**src/rtl/seq_detect_param.sv**
```systemverilog
// seq_detect_param: serial sequence detector with a pattern that can be loaded at run time.
//
// The detector compares the last PAT_W accepted bits of a 1-bit stream with a
// stored pattern. The match flag z is combinational (Mealy timing), so it rises
// in the same cycle as the bit that completes the pattern. Detection can be
// overlapping or non-overlapping, and this is chosen at load time. A saturating
// counter counts the matches.
//
// Optional build feature, enabled by defining SEQ_DETECT_MASK_EN:
//   - adds the mask_in port;
//   - mask_q is latched on load;
//   - pattern bits whose mask bit is 0 are don't-care.
// Without the macro, every pattern bit takes part in the compare.
//
// Bit ordering: pattern bit PAT_W-1 is the oldest received bit and bit 0 is the
// newest one. The compare window {hist, x} uses the same ordering.

module seq_detect_param #(
    parameter int                 PAT_W   = 4,
    parameter logic [PAT_W-1:0]   PAT_RST = PAT_W'(4'b1001),
    parameter int                 CNT_W   = 8
) (
    input  logic                  clock,
    input  logic                  reset,
    input  logic                  x,
    input  logic                  x_valid,
    input  logic                  load,
    input  logic [PAT_W-1:0]      pattern_in,
    input  logic                  overlap_in,
    input  logic                  cnt_clr,
`ifdef SEQ_DETECT_MASK_EN
    input  logic [PAT_W-1:0]      mask_in,
`endif
    output logic                  z,
    output logic [CNT_W-1:0]      match_count,
    output logic                  cnt_sat
);

    // The fill counter must reach PAT_W-1, which needs ceil(log2(PAT_W)) bits.
    localparam int               FILL_W   = $clog2(PAT_W);
    localparam logic [FILL_W-1:0] FILL_MAX = FILL_W'(PAT_W - 1);
    localparam logic [CNT_W-1:0]  CNT_MAX  = {CNT_W{1'b1}};

    // A bit matches when it is equal to the pattern bit or when its mask bit is 0.
    function automatic logic pattern_hit(
        input logic [PAT_W-1:0] window,
        input logic [PAT_W-1:0] pat,
        input logic [PAT_W-1:0] mask
    );
        return (((window ^ pat) & mask) == {PAT_W{1'b0}});
    endfunction

    // Configuration registers.
    logic [PAT_W-1:0]   pat_r;
    logic               overlap_r;
    logic [PAT_W-1:0]   mask_s;

    // History registers: the PAT_W-1 previous accepted bits, and how many of
    // them are valid.
    logic [PAT_W-2:0]   hist_r;
    logic [FILL_W-1:0]  fill_r;

    // Match counter.
    logic [CNT_W-1:0]   match_count_r;
    logic               cnt_sat_r;
    logic [CNT_W-1:0]   cnt_next_s;

    // Compare path signals.
    logic [PAT_W-1:0]   window_s;
    logic               accept_s;
    logic               full_s;
    logic               hit_s;
    logic               z_s;

`ifdef SEQ_DETECT_MASK_EN
    logic [PAT_W-1:0]   mask_r;

    // The mask is latched together with the pattern. Its reset value, all
    // ones, makes every pattern bit significant.
    always_ff @(posedge clock) begin
        if (reset) begin
            mask_r <= {PAT_W{1'b1}};
        end else if (load) begin
            mask_r <= mask_in;
        end else begin
            mask_r <= mask_r;
        end
    end

    assign mask_s = mask_r;
`else
    assign mask_s = {PAT_W{1'b1}};
`endif

    // Pattern and overlap mode. They come back to the built-in defaults on
    // reset, even after a load.
    always_ff @(posedge clock) begin
        if (reset) begin
            pat_r     <= PAT_RST;
            overlap_r <= 1'b1;
        end else if (load) begin
            pat_r     <= pattern_in;
            overlap_r <= overlap_in;
        end else begin
            pat_r     <= pat_r;
            overlap_r <= overlap_r;
        end
    end

    // Build the compare window and the Mealy match flag. This path has no
    // register between x and z.
    always_comb begin
        window_s = {hist_r, x};
        accept_s = x_valid & ~load & ~reset;
        full_s   = (fill_r >= FILL_MAX);
        hit_s    = pattern_hit(window_s, pat_r, mask_s);
        z_s      = accept_s & full_s & hit_s;
    end

    assign z = z_s;

    // Shift history on accepted bits. A load restarts the history. A
    // non-overlapping match also restarts it, by clearing fill, so that the
    // next match needs PAT_W fresh bits.
    always_ff @(posedge clock) begin
        if (reset) begin
            hist_r <= {(PAT_W-1){1'b0}};
            fill_r <= {FILL_W{1'b0}};
        end else if (load) begin
            hist_r <= {(PAT_W-1){1'b0}};
            fill_r <= {FILL_W{1'b0}};
        end else if (x_valid) begin
            hist_r <= window_s[PAT_W-2:0];
            if (z_s && !overlap_r) begin
                fill_r <= {FILL_W{1'b0}};
            end else if (fill_r != FILL_MAX) begin
                fill_r <= fill_r + FILL_W'(1);
            end else begin
                fill_r <= fill_r;
            end
        end else begin
            hist_r <= hist_r;
            fill_r <= fill_r;
        end
    end

    // Next count value. A clear wins over a match in the same cycle, and the
    // count stops at all ones.
    always_comb begin
        cnt_next_s = match_count_r;
        if (cnt_clr) begin
            cnt_next_s = {CNT_W{1'b0}};
        end else if (z_s && (match_count_r != CNT_MAX)) begin
            cnt_next_s = match_count_r + CNT_W'(1);
        end else begin
            cnt_next_s = match_count_r;
        end
    end

    // Register the count. The saturation flag is computed from the next value,
    // so it is high in the same cycle as the all-ones count.
    always_ff @(posedge clock) begin
        if (reset) begin
            match_count_r <= {CNT_W{1'b0}};
            cnt_sat_r     <= 1'b0;
        end else begin
            match_count_r <= cnt_next_s;
            cnt_sat_r     <= (cnt_next_s == CNT_MAX);
        end
    end

    assign match_count = match_count_r;
    assign cnt_sat     = cnt_sat_r;

endmodule

```
**config.mk**
```make
export PLATFORM = sky130hd
export DESIGN_NAME = seq_detect_param
export DESIGN_NICKNAME = d
export VERILOG_FILES = /design/src/rtl/seq_detect_param.sv
export SDC_FILE = /design/constraint.sdc
export NUM_CORES = 1
export LEC_CHECK = 0
export CORE_MARGIN = 2
export CORE_UTILIZATION = 60
export DETAILED_ROUTE_END_ITERATION = 10
export DONT_BUFFER_PORTS = 1
export PLACE_DENSITY = 0.86
export SYNTH_ARGS = -nofsm -noshare
export SYNTH_HDL_FRONTEND = slang
export SYNTH_SLANG_ARGS = --single-unit
```
**constraint.sdc**
```tcl
create_clock -name clock -period 4.6 [get_ports clock]
set_input_delay 0.69 -clock clock [delete_from_list [all_inputs] [get_ports clock]]
set_output_delay 0.69 -clock clock [all_outputs]
set_load 0.02 [all_outputs]
```
; Yosys cells after proc, flatten, opt, wreduce, memory -nomap -nowiden
; Index checks and enable logic that the tools add are counted.
[op_classes]
bitwise_logic = 7
n_reduce_logical = 7
n_eq_ne = 3
muxes = 4
magnitude_cmp = 1
n_addsub = 2
[ops]
columns = cell, count
row1 = $mux 8, 2
row2 = $add 8x1->8 const B, 1
row3 = $eq 8x8->1 const B, 1
row4 = $ne 8x8->1 const B, 1
row5 = $and 1x1->1, 4
row6 = $logic_not 4->1, 1
row7 = $mux 2, 2
row8 = $xor 4x4->4, 1
row9 = $add 2x1->2 const B, 1
row10 = $ge 2x2->1 const B, 1
row11 = $logic_and 1x1->1, 2
row12 = $ne 2x2->1 const B, 1
row13 = $not 1->1, 2
row14 = $reduce_and 2->1, 1
row15 = $reduce_bool 2->1, 1
row16 = $reduce_or 2->1, 1
row17 = $logic_not 1->1, 1
[totals]
out_inout_bits = 10
input_bits = 11
elab_cells = 30
regBits = 19

; Depth between registers and ports, before layout
; Gate-level depths: netlist of run 1.
[logic_depth]
depth_word = 9
ltp_mapped = 10
mapped_depth_nobuf = 8

; Least setup slack after synthesis of run 1
; No wires, ideal clock.
[synth_path]
path_type = input to output
start = input port load
end = output port z
cell_stages = 7
slack_ns = 1.889
n_path_buf = 3
t_arrival_ns = 2.021
required_ns = 3.910
cell_sequence = buf_6 > or2_1 > buf_6 > or3_4 > buf_6 > or2_4 > inv_2
[synth_via]
elab_chain_len = 5
[synth_rtl]
columns = item, line
row1 = "start, declared", 27  ; input logic load,
row2 = $not 1->1, 114  ; accept_s = x_valid & ~load & ~reset;
row3 = $and 1x1->1 (2 in a row), 114
row4 = $and 1x1->1 (2 in a row), 117  ; z_s = accept_s & full_s & hit_s;
row5 = "end, declared", 34  ; output logic z,
; Every way passes these cells.

; Worst setup path in the final report of run 1
; Same ends and word-level chain as after synthesis.

==> impl_metrics.xml, run 1 <==
<?xml version="1.0" encoding="UTF-8"?>
<metrics>
  <group name="run_status">
    <metric name="run_status" unit="">finished, final reports clean</metric>
  </group>
  <group name="sta">
    <metric name="setup_repair_after_global_routing_missed_its_margin" unit="">no</metric>
    <metric name="final_min_period_over_clock_period" unit="%">55.01</metric>
    <metric name="fmax" unit="MHz">395.2</metric>
    <metric name="setup_viol" unit="">0</metric>
    <metric name="period_needed" unit="ns">2.530</metric>
    <metric name="slew_viol_final" unit="">0</metric>
    <metric name="worst_pin_slew" unit="ns">0.4811</metric>
    <metric name="finalClockSkew" unit="ns">0.002657</metric>
    <metric name="total_negative_setup_slacks" unit="ns">0</metric>
    <metric name="timing.slew.headroom" unit="%">67.88</metric>
    <metric name="hold_violations" unit="">0</metric>
  </group>
  <group name="global_route">
    <metric name="antenna_violations_before_repair" unit="">0</metric>
    <metric name="global_route.usage.met1" unit="%">26.26</metric>
    <metric name="grt_pass1_wl" unit="um">2953</metric>
    <metric name="global_route.overflow_total" unit="">0</metric>
    <metric name="first_global_vias" unit="">715</metric>
    <metric name="grt_start_max_net_pins" unit="">11</metric>
    <metric name="grt_util_met3" unit="%">6.000</metric>
    <metric name="met2_usage" unit="%">30.43</metric>
    <metric name="grt_most_used_layer" unit="">met2</metric>
    <metric name="grt.total_usage" unit="%">20.32</metric>
  </group>
  <group name="critical_path">
    <metric name="max_fanout_on_critical_path" unit="">9</metric>
    <metric name="worst-setup-path-type" unit="">primary input to output port</metric>
    <metric name="critical_path_required" unit="ns">3.91</metric>
    <metric name="path_buf_inv" unit="">1</metric>
    <metric name="reg2reg_to" unit="">cnt_sat$_SDFF_PP0_</metric>
    <metric name="timing.critical_path.cells" unit="">or2_1 &gt; or3_4 &gt; or2_4 &gt; inv_2</metric>
    <metric name="crit_slowest_cell" unit="">sky130_fd_sc_hd__or3_4</metric>
    <metric name="crit_path_start_kind" unit="">primary input</metric>
    <metric name="setup.worst_path.end_class" unit="">output port</metric>
    <metric name="cpPeakStageDelay" unit="ns">0.45</metric>
    <metric name="r2r.worst_path.cells" unit="">7</metric>
    <metric name="cp_data_arrival_time" unit="ns">1.84</metric>
    <metric name="regToRegStartpoint" unit="">match_count[0]$_SDFF_PP0_</metric>
    <metric name="largest_delay_share_family_worst_path" unit="">simple AND/OR/NAND/NOR gates</metric>
    <metric name="ff2ff_setup_slack" unit="ns">2.31</metric>
  </group>
  <group name="logic_synthesis">
    <metric name="synth_simple_gate_area_share" unit="%">28.05</metric>
    <metric name="synth-compound-area-share" unit="%">11.32</metric>
    <metric name="yosys.area_share.adder" unit="%">2.516</metric>
    <metric name="synth_nets" unit="">123</metric>
    <metric name="synth.yosys.warnings" unit="">0</metric>
    <metric name="synth_seq_area_share" unit="%">38.24</metric>
    <metric name="async_reset_ff_share" unit="%">0</metric>
    <metric name="netlist_area" unit="um2">994.7</metric>
    <metric name="number_of_enable_flip_flop_cells_after_synthesis" unit="">0</metric>
    <metric name="synth-xor-area-share" unit="%">5.283</metric>
    <metric name="synth_top_family_by_area" unit="">simple AND/OR/NAND/NOR gates</metric>
    <metric name="yosys-mux-area-fraction" unit="%">7.044</metric>
    <metric name="syn_avg_cell_area" unit="um2">9.043</metric>
    <metric name="ys_dominant_reg_cell" unit="">sky130_fd_sc_hd__dfxtp_1</metric>
    <metric name="synthCells" unit="">110</metric>
    <metric name="synth-seq-cells" unit="">19</metric>
    <metric name="synth.distinct_cells" unit="">38</metric>
  </group>
  <group name="power">
    <metric name="leakage_power_total" unit="uW">0.0003507</metric>
    <metric name="cellPowerDensity" unit="mW/mm2">278.5</metric>
    <metric name="report.power.total" unit="uW">274.3</metric>
    <metric name="ir_worst_vdd" unit="mV">0.2112</metric>
  </group>
  <group name="floorplanning">
    <metric name="placeableCoreArea" unit="mm2">0.001524</metric>
    <metric name="fp.dieH" unit="um">44.72</metric>
    <metric name="floorplan.io_pins" unit="">21</metric>
    <metric name="die_w" unit="um">44.72</metric>
    <metric name="floorplan.initialDensity" unit="%">65.27</metric>
    <metric name="std_cell_rows" unit="">14</metric>
    <metric name="die_area" unit="mm2">0.001999</metric>
  </group>
  <group name="cells_and_area">
    <metric name="drive_gt1_share" unit="%">14.95</metric>
    <metric name="fin_nets" unit="">121</metric>
    <metric name="post_synthesis_to_final_layout_area_growth" unit="%">-1.006</metric>
    <metric name="diodes" unit="">0</metric>
    <metric name="final-instance-count-excl-fill" unit="">123</metric>
  </group>
  <group name="min_path">
    <metric name="hold_critical_path_depth" unit="">1</metric>
    <metric name="hold_path.class" unit="">primary input to register</metric>
    <metric name="holdPathEnd" unit="">pat_r[1]$_SDFFE_PP0P_</metric>
    <metric name="hold_path.startpoint" unit="">reset</metric>
  </group>
  <group name="clock_network">
    <metric name="total_clock_sinks" unit="">19</metric>
    <metric name="cts_tree" unit="">done</metric>
    <metric name="cts_max_path_buffers" unit="">2</metric>
    <metric name="cts.reportedPaths.clkPinSlew" unit="ns">0.11</metric>
    <metric name="cts_resized" unit="">0</metric>
    <metric name="number_of_hold_buffers_added_after_cts" unit="">0</metric>
    <metric name="cts_setup_buffers" unit="">0</metric>
    <metric name="clk_root_buffer_cell" unit="">sky130_fd_sc_hd__clkbuf_4</metric>
    <metric name="htree_num_levels" unit="">1</metric>
    <metric name="total_cts_buffers" unit="">3</metric>
    <metric name="clock_latency_late_sink" unit="ns">0.30</metric>
  </group>
  <group name="drt">
    <metric name="drt_wl_total" unit="um">1809</metric>
    <metric name="vias_per_std_cell" unit="">6.268</metric>
    <metric name="dr_vias" unit="">771</metric>
    <metric name="firstDrtPassIters" unit="">4</metric>
    <metric name="postRouteAntennaNets" unit="">0</metric>
    <metric name="drc" unit="">0</metric>
    <metric name="drt-wirelength-per-cell" unit="um">14.71</metric>
    <metric name="drtIter0Drc" unit="">21</metric>
  </group>
  <group name="placed_design">
    <metric name="place.port_buffers" unit="">0</metric>
    <metric name="post-dp-hpwl" unit="um">1317</metric>
    <metric name="gp_routability_congestion" unit="">0.8232</metric>
    <metric name="dp_cells" unit="">119</metric>
  </group>
  <group name="job">
    <metric name="max_cap_viol_count" unit="">0</metric>
  </group>
</metrics>
## logic make-up after synthesis
kind of cell	Yosys count
AND/OR/NAND/NOR	49
multiplexers	7
AO/OA/AOI/OAI	15
adder cells (fa/ha/maj)	2
XOR/XNOR	6
flip-flops	19
buffers and inverters	12
## synthesized netlist by cell type, types with 2 or more instances
library cell | instances | area (um2)
sky130_fd_sc_hd__o31ai_1 | 2 | 15.01
sky130_fd_sc_hd__xnor2_1 | 5 | 43.79
sky130_fd_sc_hd__a21oi_1 | 3 | 15.01
sky130_fd_sc_hd__buf_4 | 2 | 15.01
sky130_fd_sc_hd__inv_1 | 4 | 15.01
sky130_fd_sc_hd__ha_1 | 2 | 25.02
sky130_fd_sc_hd__nand3_1 | 6 | 30.03
sky130_fd_sc_hd__buf_6 | 3 | 33.78
sky130_fd_sc_hd__a211o_2 | 3 | 30.03
sky130_fd_sc_hd__dfxtp_1 | 19 | 380.4
sky130_fd_sc_hd__and2b_2 | 3 | 26.28
sky130_fd_sc_hd__clkbuf_1 | 2 | 7.510
sky130_fd_sc_hd__nand2_1 | 6 | 22.52
sky130_fd_sc_hd__nor3_1 | 6 | 30.03
sky130_fd_sc_hd__nor2_1 | 15 | 56.30
sky130_fd_sc_hd__mux2i_1 | 7 | 70.07
## layout by cell type, fill, tap and decap left out, types with 2 or more instances in the layout
| cell | synthesis | routed |
|---|---|---|
| sky130_fd_sc_hd__o31ai_1 | 2 | 2 |
| sky130_fd_sc_hd__dfxtp_1 | 19 | 19 |
| sky130_fd_sc_hd__xnor2_1 | 5 | 5 |
| sky130_fd_sc_hd__clkbuf_4 | 0 | 3 |
| sky130_fd_sc_hd__nor2_1 | 15 | 15 |
| sky130_fd_sc_hd__nand3_1 | 6 | 6 |
| sky130_fd_sc_hd__nor3_1 | 6 | 6 |
| sky130_fd_sc_hd__a21oi_1 | 3 | 3 |
| sky130_fd_sc_hd__inv_1 | 4 | 4 |
| sky130_fd_sc_hd__ha_1 | 2 | 2 |
| sky130_fd_sc_hd__nand2_1 | 6 | 6 |
| sky130_fd_sc_hd__a211o_2 | 3 | 3 |
| sky130_fd_sc_hd__mux2i_1 | 7 | 7 |
| sky130_fd_sc_hd__and2b_2 | 3 | 3 |
## through the flow
stage / util (%) / cell area (um2) / worst slack, ns / hold slack [ns]
finish: 64.61 / 984.7 / 2.070 / 0.4456
global route: 64.61 / 984.7 / 2.044 / 0.4296
CTS: 64.61 / 984.7 / 2.078 / 0.4419
detailed placement: 62.89 / 958.4 / 2.069 / 0.5016
global placement: 62.89 / 958.4 / 2.093 / 0.4889
floorplan: - / 994.7 / 1.889 / 0.4676
## sequential cells by signal, summed over array words and instances, names as in the netlist
register and cells:
match_count 8, pat_r 4, hist_r 3, fill_r 2
cnt_sat 1, overlap_r 1
## power breakdown
| part | internal [uW] | switching [uW] |
|---|---|---|
| Sequential | 168 | 2.65 |
| Combinational | 9.14 | 8.13 |
| Clock | 33.8 | 52.3 |
## cell type report
class,count,area [um2]
multi-input combinational,79,539.3
tap,16,20.02
fill,129,539.3
sequential,19,380.4
inverter,5,18.77
clock buffer,4,26.28
## metal layers
metal  wire length [um]  part of all wire [%]  up-vias
met5                  0                     0        -
met4                 46                   2.5        0
met3                157                   8.7        6
met2                794                    44       36
met1                810                    45      347
li1                   -                     -      382
## how the worst max path moves through the flow
stage,to,cells after the start,slack [ns],from
2_1_floorplan,z,7,1.89,load
3_3_place_gp,z,4,2.09,load
3_5_place_dp,cnt_sat$_SDFF_PP0_,7,2.07,load
4_1_cts,z,4,2.08,load
5_1_grt,z,4,2.04,load
6_report,z,4,2.07,load
(Power assumes the default switching activity.)
==> inputs of run 2 (changes only) <==
==> constraint.sdc (replaced) <==
create_clock -name clock -period 2.6 [get_ports clock]
set_input_delay 0.39 -clock clock [delete_from_list [all_inputs] [get_ports clock]]
set_output_delay 0.39 -clock clock [all_outputs]
set_load 0.02 [all_outputs]
==> impl_metrics.xml, run 2 (same netlist as run 1, synthesis figures left out) <==
<?xml version="1.0" encoding="UTF-8"?>
<metrics>
  <group name="sta">
    <metric name="period_needed" unit="ns">2.146</metric>
    <metric name="worst_pin_slew" unit="ns">0.4948</metric>
    <metric name="timing.slew.headroom" unit="%">66.76</metric>
    <metric name="hold_violations" unit="">0</metric>
    <metric name="final_min_period_over_clock_period" unit="%">82.54</metric>
    <metric name="final_hold_slack" unit="ns">0.1378</metric>
    <metric name="total_negative_setup_slacks" unit="ns">0</metric>
    <metric name="fmax" unit="MHz">466.0</metric>
    <metric name="setup_repair_after_global_routing_missed_its_margin" unit="">no</metric>
    <metric name="finalClockSkew" unit="ns">0.002110</metric>
    <metric name="setup_viol" unit="">0</metric>
    <metric name="slew_viol_final" unit="">0</metric>
  </group>
  <group name="critical_path">
    <metric name="crit_path_start_kind" unit="">register</metric>
    <metric name="max_fanout_on_critical_path" unit="">6</metric>
    <metric name="cp_data_arrival_time" unit="ns">1.76</metric>
    <metric name="critical_path_required" unit="ns">2.21</metric>
    <metric name="timing.critical_path.from" unit="">fill_r[0]$_SDFFE_PP0P_</metric>
    <metric name="r2r.worst_path.cells" unit="">8</metric>
    <metric name="ff2ff_setup_slack" unit="ns">0.46</metric>
    <metric name="worst-setup-path-type" unit="">register to output port</metric>
    <metric name="reg2reg_to" unit="">cnt_sat$_SDFF_PP0_</metric>
    <metric name="regToRegStartpoint" unit="">fill_r[0]$_SDFFE_PP0P_</metric>
    <metric name="setup.worst_path.end_class" unit="">output port</metric>
    <metric name="crit_path_end" unit="">z</metric>
  </group>
  <group name="min_path">
    <metric name="hold_path.class" unit="">primary input to register</metric>
  </group>
  <group name="global_route">
    <metric name="grt_start_max_net_pins" unit="">11</metric>
    <metric name="first_global_vias" unit="">690</metric>
    <metric name="global_route.overflow_total" unit="">0</metric>
    <metric name="grt_util_met3" unit="%">4.800</metric>
    <metric name="grt_most_used_layer" unit="">met2</metric>
    <metric name="grt.total_usage" unit="%">20.17</metric>
    <metric name="antenna_violations_before_repair" unit="">0</metric>
    <metric name="global_route.usage.met1" unit="%">25.82</metric>
    <metric name="grt_pass1_wl" unit="um">2918</metric>
    <metric name="met2_usage" unit="%">30.43</metric>
  </group>
  <group name="clock_network">
    <metric name="cts.reportedPaths.clkPinSlew" unit="ns">0.11</metric>
    <metric name="total_clock_sinks" unit="">19</metric>
    <metric name="htree_num_levels" unit="">1</metric>
    <metric name="clock_latency_late_sink" unit="ns">0.30</metric>
    <metric name="cts_setup_buffers" unit="">0</metric>
    <metric name="total_cts_buffers" unit="">3</metric>
    <metric name="cts_max_path_buffers" unit="">2</metric>
    <metric name="cts_resized" unit="">0</metric>
    <metric name="clk_root_buffer_cell" unit="">sky130_fd_sc_hd__clkbuf_4</metric>
    <metric name="cts_tree" unit="">done</metric>
    <metric name="number_of_hold_buffers_added_after_cts" unit="">0</metric>
  </group>
  <group name="run_status">
    <metric name="run_status" unit="">finished, final reports clean</metric>
  </group>
  <group name="job">
    <metric name="max_cap_viol_count" unit="">0</metric>
  </group>
  <group name="cells_and_area">
    <metric name="diodes" unit="">0</metric>
    <metric name="largest_register_ffs" unit="">8</metric>
    <metric name="post_synthesis_to_final_layout_area_growth" unit="%">0.5032</metric>
    <metric name="most-common-layout-cells" unit="">19 x sky130_fd_sc_hd__dfxtp_1, 15 x sky130_fd_sc_hd__nor2_1, 7 x sky130_fd_sc_hd__mux2i_1</metric>
    <metric name="layout.cells.most_common" unit="">sky130_fd_sc_hd__dfxtp_1</metric>
    <metric name="drive_gt1_share" unit="%">16.51</metric>
    <metric name="filler_cell_count" unit="">122</metric>
    <metric name="fin_nets" unit="">123</metric>
  </group>
  <group name="floorplanning">
    <metric name="floorplan.io_pins" unit="">21</metric>
    <metric name="placeableCoreArea" unit="mm2">0.001524</metric>
    <metric name="fp.dieH" unit="um">44.72</metric>
    <metric name="floorplan.initialDensity" unit="%">65.27</metric>
    <metric name="die_w" unit="um">44.72</metric>
    <metric name="die_area" unit="mm2">0.001999</metric>
    <metric name="std_cell_rows" unit="">14</metric>
  </group>
  <group name="drt">
    <metric name="drt_wl_total" unit="um">1827</metric>
    <metric name="dr_vias" unit="">787</metric>
    <metric name="drt-wirelength-per-cell" unit="um">14.62</metric>
    <metric name="drc" unit="">0</metric>
    <metric name="postRouteAntennaNets" unit="">0</metric>
    <metric name="vias_per_std_cell" unit="">6.296</metric>
    <metric name="firstDrtPassIters" unit="">4</metric>
    <metric name="drtIter0Drc" unit="">26</metric>
  </group>
  <group name="placed_design">
    <metric name="place.port_buffers" unit="">0</metric>
    <metric name="gp_routability_congestion" unit="">0.8180</metric>
    <metric name="post-dp-hpwl" unit="um">1349</metric>
  </group>
  <group name="power">
    <metric name="leakage_power_total" unit="uW">0.0003616</metric>
    <metric name="cellPowerDensity" unit="mW/mm2">488.2</metric>
    <metric name="ir_worst_vdd" unit="mV">0.4394</metric>
  </group>
</metrics>
[run 2: where the power goes]
group | total, uW | internal (uW) | switching [uW]
sequential | 302 | 298 | 4.71
combinational | 30.4 | 16.2 | 14.2
clock | 155 | 59.9 | 95.3
[run 2: area by class of cell]
class	count	area [um2]	share of cell area (%)
Clock buffer	4	26.28	2.628
Inverter	5	18.77	1.877
Multi-Input combinational cell	79	539.3	53.94
Sequential cell	19	380.4	38.05
Tap cell	16	20.02	2.003
Timing Repair Buffer	2	15.01	1.502
[run 2: per-stage QoR]
stage	setup WS, ns	instances	power (uW)	util (%)	instance area (um2)
after floorplan	0.2145	110	342.3	-	994.7
after detailed placement	0.3622	121	339.3	63.88	973.4
after global placement	0.4016	121	338.2	63.88	973.4
after CTS	0.4388	125	491.3	65.60	999.7
after global routing	0.3623	125	498.1	65.60	999.7
final	0.4540	125	488.1	65.60	999.7
[run 2: worst min-delay path by stage]
stage | from | end | slack (ns) | cells past startpoint
2_1_floorplan | reset | match_count[4]$_SDFF_PP0_ | 0.46 | 1
3_3_place_gp | reset | pat_r[1]$_SDFFE_PP0P_ | 0.46 | 1
3_5_place_dp | reset | pat_r[1]$_SDFFE_PP0P_ | 0.46 | 1
4_1_cts | reset | pat_r[1]$_SDFFE_PP0P_ | 0.13 | 1
5_1_grt | reset | pat_r[1]$_SDFFE_PP0P_ | 0.14 | 1
6_report | reset | pat_r[1]$_SDFFE_PP0P_ | 0.14 | 1
[run 2: layer usage]
metal	share of wire [%]	routed length [um]
met1	46	849
met2	44	802
met3	7.2	131
met4	2.4	44
met5	0	0
[run 2: critical path, cell delays in order, from the launching register on]
cell	delay, ns
sky130_fd_sc_hd__dfxtp_1	0.37
sky130_fd_sc_hd__ha_1	0.20
sky130_fd_sc_hd__nand2_1	0.06
sky130_fd_sc_hd__or3_4	0.41
sky130_fd_sc_hd__or2_4	0.27
sky130_fd_sc_hd__inv_2	0.14
==> inputs of run 3 (changes only) <==
--- a/config.mk
+++ b/config.mk
@@ -6,10 +6,10 @@
 export NUM_CORES = 1
 export LEC_CHECK = 0
 export CORE_MARGIN = 2
-export CORE_UTILIZATION = 60
+export CORE_UTILIZATION = 54
 export DETAILED_ROUTE_END_ITERATION = 10
 export DONT_BUFFER_PORTS = 1
-export PLACE_DENSITY = 0.86
+export PLACE_DENSITY = 0.82
 export SYNTH_ARGS = -nofsm -noshare
 export SYNTH_HDL_FRONTEND = slang
 export SYNTH_SLANG_ARGS = --single-unit
==> constraint.sdc (replaced) <==
create_clock -name clock -period 1.76 [get_ports clock]
set_input_delay 0.264 -clock clock [delete_from_list [all_inputs] [get_ports clock]]
set_output_delay 0.264 -clock clock [all_outputs]
set_load 0.02 [all_outputs]
==> impl_metrics.xml, run 3 (same netlist as run 1, synthesis figures left out) <==
<?xml version="1.0" encoding="UTF-8"?>
<metrics>
  <group name="global_route">
    <metric name="grt_pass1_wl" unit="um">3898</metric>
    <metric name="first_global_vias" unit="">880</metric>
    <metric name="antenna_violations_before_repair" unit="">0</metric>
    <metric name="grt_start_max_net_pins" unit="">11</metric>
    <metric name="grt.total_usage" unit="%">26.16</metric>
    <metric name="global_route.overflow_total" unit="">0</metric>
  </group>
  <group name="critical_path">
    <metric name="worst-setup-path-type" unit="">register to register</metric>
    <metric name="setup.worst_path.end_class" unit="">register</metric>
    <metric name="cp_data_arrival_time" unit="ns">2.21</metric>
    <metric name="crit_path_start_kind" unit="">register</metric>
    <metric name="max_fanout_on_critical_path" unit="">5</metric>
    <metric name="critical_path_required" unit="ns">1.96</metric>
    <metric name="ff2ff_setup_slack" unit="ns">-0.25</metric>
  </group>
  <group name="placed_design">
    <metric name="placement.setup.worst_slack" unit="ns">-0.3145</metric>
    <metric name="place.port_buffers" unit="">0</metric>
    <metric name="gp_routability_congestion" unit="">0.8560</metric>
    <metric name="post-dp-hpwl" unit="um">1761</metric>
  </group>
  <group name="clock_network">
    <metric name="cts_tree" unit="">done</metric>
    <metric name="cts_max_path_buffers" unit="">2</metric>
    <metric name="htree_num_levels" unit="">1</metric>
    <metric name="total_clock_sinks" unit="">19</metric>
    <metric name="clk_root_buffer_cell" unit="">sky130_fd_sc_hd__clkbuf_4</metric>
    <metric name="clock_latency_late_sink" unit="ns">0.29</metric>
    <metric name="cts.reportedPaths.clkPinSlew" unit="ns">0.11</metric>
    <metric name="total_cts_buffers" unit="">3</metric>
  </group>
  <group name="floorplanning">
    <metric name="std_cell_rows" unit="">15</metric>
    <metric name="die_area" unit="mm2">0.002201</metric>
    <metric name="placeableCoreArea" unit="mm2">0.001727</metric>
    <metric name="die_w" unit="um">46.92</metric>
    <metric name="floorplan.initialDensity" unit="%">57.61</metric>
    <metric name="floorplan.io_pins" unit="">21</metric>
    <metric name="fp.dieH" unit="um">46.92</metric>
  </group>
  <group name="cells_and_area">
    <metric name="filler_cell_count" unit="">112</metric>
    <metric name="largest_register_ffs" unit="">8</metric>
    <metric name="fin_nets" unit="">152</metric>
    <metric name="utilization" unit="%">79.28</metric>
    <metric name="drive_gt1_share" unit="%">44.93</metric>
    <metric name="most-common-layout-cells" unit="">26 x sky130_fd_sc_hd__buf_4, 17 x sky130_fd_sc_hd__dfxtp_1, 15 x sky130_fd_sc_hd__nor2_1</metric>
    <metric name="multi_input_comb_area" unit="um2">654.4</metric>
    <metric name="layout.cells.most_common" unit="">sky130_fd_sc_hd__buf_4</metric>
    <metric name="diodes" unit="">0</metric>
    <metric name="layout.area.seq" unit="um2">382.9</metric>
    <metric name="post_synthesis_to_final_layout_area_growth" unit="%">37.61</metric>
  </group>
  <group name="drt">
    <metric name="drt-wirelength-per-cell" unit="um">16.42</metric>
    <metric name="postRouteAntennaNets" unit="">0</metric>
    <metric name="drt_wl_total" unit="um">2676</metric>
    <metric name="dr_vias" unit="">928</metric>
    <metric name="drc" unit="">0</metric>
    <metric name="firstDrtPassIters" unit="">4</metric>
    <metric name="vias_per_std_cell" unit="">5.693</metric>
    <metric name="drtIter0Drc" unit="">37</metric>
  </group>
  <group name="sta">
    <metric name="hold_violations" unit="">0</metric>
    <metric name="worst_pin_slew" unit="ns">0.3689</metric>
    <metric name="slew_viol_final" unit="">0</metric>
    <metric name="fmax" unit="MHz">498.4</metric>
    <metric name="final_min_period_over_clock_period" unit="%">114.0</metric>
    <metric name="period_needed" unit="ns">2.006</metric>
    <metric name="setup_repair_after_global_routing_missed_its_margin" unit="">yes</metric>
    <metric name="timing.slew.headroom" unit="%">75.31</metric>
    <metric name="final_critical_path_setup_slack" unit="ns">-0.2463</metric>
    <metric name="setup_viol" unit="">8</metric>
    <metric name="total_negative_setup_slacks" unit="ns">-1.127</metric>
    <metric name="finalClockSkew" unit="ns">0.002167</metric>
  </group>
  <group name="power">
    <metric name="internal-power" unit="uW">567.7</metric>
    <metric name="p_comb_share" unit="%">9.5</metric>
    <metric name="p_sw_share" unit="%">23.55</metric>
    <metric name="power_frac_seq" unit="%">60.3</metric>
    <metric name="ir_worst_vdd" unit="mV">0.5391</metric>
    <metric name="leakage_power_total" unit="uW">0.0005287</metric>
    <metric name="cellPowerDensity" unit="mW/mm2">542.4</metric>
    <metric name="pwr-share-clk" unit="%">30.2</metric>
    <metric name="p_sw" unit="uW">174.8</metric>
  </group>
  <group name="min_path">
    <metric name="hold_path.class" unit="">primary input to register</metric>
  </group>
  <group name="run_status">
    <metric name="run_status" unit="">complete, but fails checks</metric>
    <metric name="violations" unit="">setup timing</metric>
  </group>
  <group name="job">
    <metric name="max_cap_viol_count" unit="">0</metric>
  </group>
</metrics>
run 3: cell types whose count changed in the layout (fill, tap and decap cells not counted), sizes merged:
cell	change
inv	-1
clkinv	+1
dlygate4sd3	+1
buf	+28
run 3: worst paths after layout:
| check | from | to | depth (start not counted) |
|---|---|---|---|
| worst max-delay path | fill_r[1]$_SDFFE_PP0P_ | match_count[7]$_SDFF_PP0_ | 10 |
| worst min-delay path | reset | pat_r[0]$_SDFFE_PP1P_ | 1 |
| worst max register to register | fill_r[1]$_SDFFE_PP0P_ | match_count[7]$_SDFF_PP0_ | 10 |
| worst min register to register | pat_r[2]$_SDFFE_PP0P_ | pat_r[2]$_SDFFE_PP0P_ | 2 |
run 3: final cells by class:
type | count | share of cell area (%)
Clock buffer | 4 | 1.920
Multi-Input combinational cell | 79 | 47.81
Inverter | 5 | 1.737
Tap cell | 25 | 2.285
Sequential cell | 19 | 27.97
Timing Repair Buffer | 31 | 18.28
run 3: repair_timing:
action,CTS,global route
pin swaps,6,5
hold buffers,0,1
setup buffers,3,4
resized for setup,17,9
setup endpoints to repair,5,9
endpoints found under the hold margin,0,3
run 3: routing by layer:
| layer | wire length [um] | up-vias | GRT usage (%) | part of all wire, % |
|---|---|---|---|---|
| met5 | 0 | - | 0 | 0 |
| met2 | 1425 | 29 | 45.48 | 53 |
| met1 | 1078 | 448 | 29.01 | 40 |
| li1 | - | 443 | - | - |
| met3 | 110 | 8 | 5.385 | 4.1 |
| met4 | 62 | 0 | 16.11 | 2.3 |
run 3: power groups by stage:
stage | logic (uW) | registers (uW) | clock network [uW]
final | 70.8 | 448 | 224
after global routing | 76.8 | 449 | 252
after CTS | 64.8 | 448 | 225
after detailed placement | 61.3 | 457 | 0
after global placement | 58.9 | 456 | 0
after floorplan | 52.5 | 455 | 0
run 3: critical path: stages, from the launching register on:
cell                      delay [ns]
sky130_fd_sc_hd__dfxtp_2        0.37
sky130_fd_sc_hd__ha_4           0.14
sky130_fd_sc_hd__nand2_2        0.04
sky130_fd_sc_hd__or3_4          0.41
sky130_fd_sc_hd__buf_4          0.16
sky130_fd_sc_hd__buf_6          0.11
sky130_fd_sc_hd__nor3_2         0.16
sky130_fd_sc_hd__buf_4          0.17
sky130_fd_sc_hd__buf_4          0.11
sky130_fd_sc_hd__and4_1         0.19
sky130_fd_sc_hd__nor3_1         0.05
run 3: stage by stage:
stage | power (uW) | hold slack (ns) | std cells | instance area, um2
floorplan | 507.1 | 0.3364 | 110 | 1010
global placement | 514.8 | 0.3388 | 151 | 1154
detailed placement | 518.0 | 0.3384 | 151 | 1154
CTS | 737.9 | 0.01678 | 158 | 1287
global route | 777.1 | 0.03286 | 163 | 1369
finish | 742.5 | 0.05752 | 163 | 1369
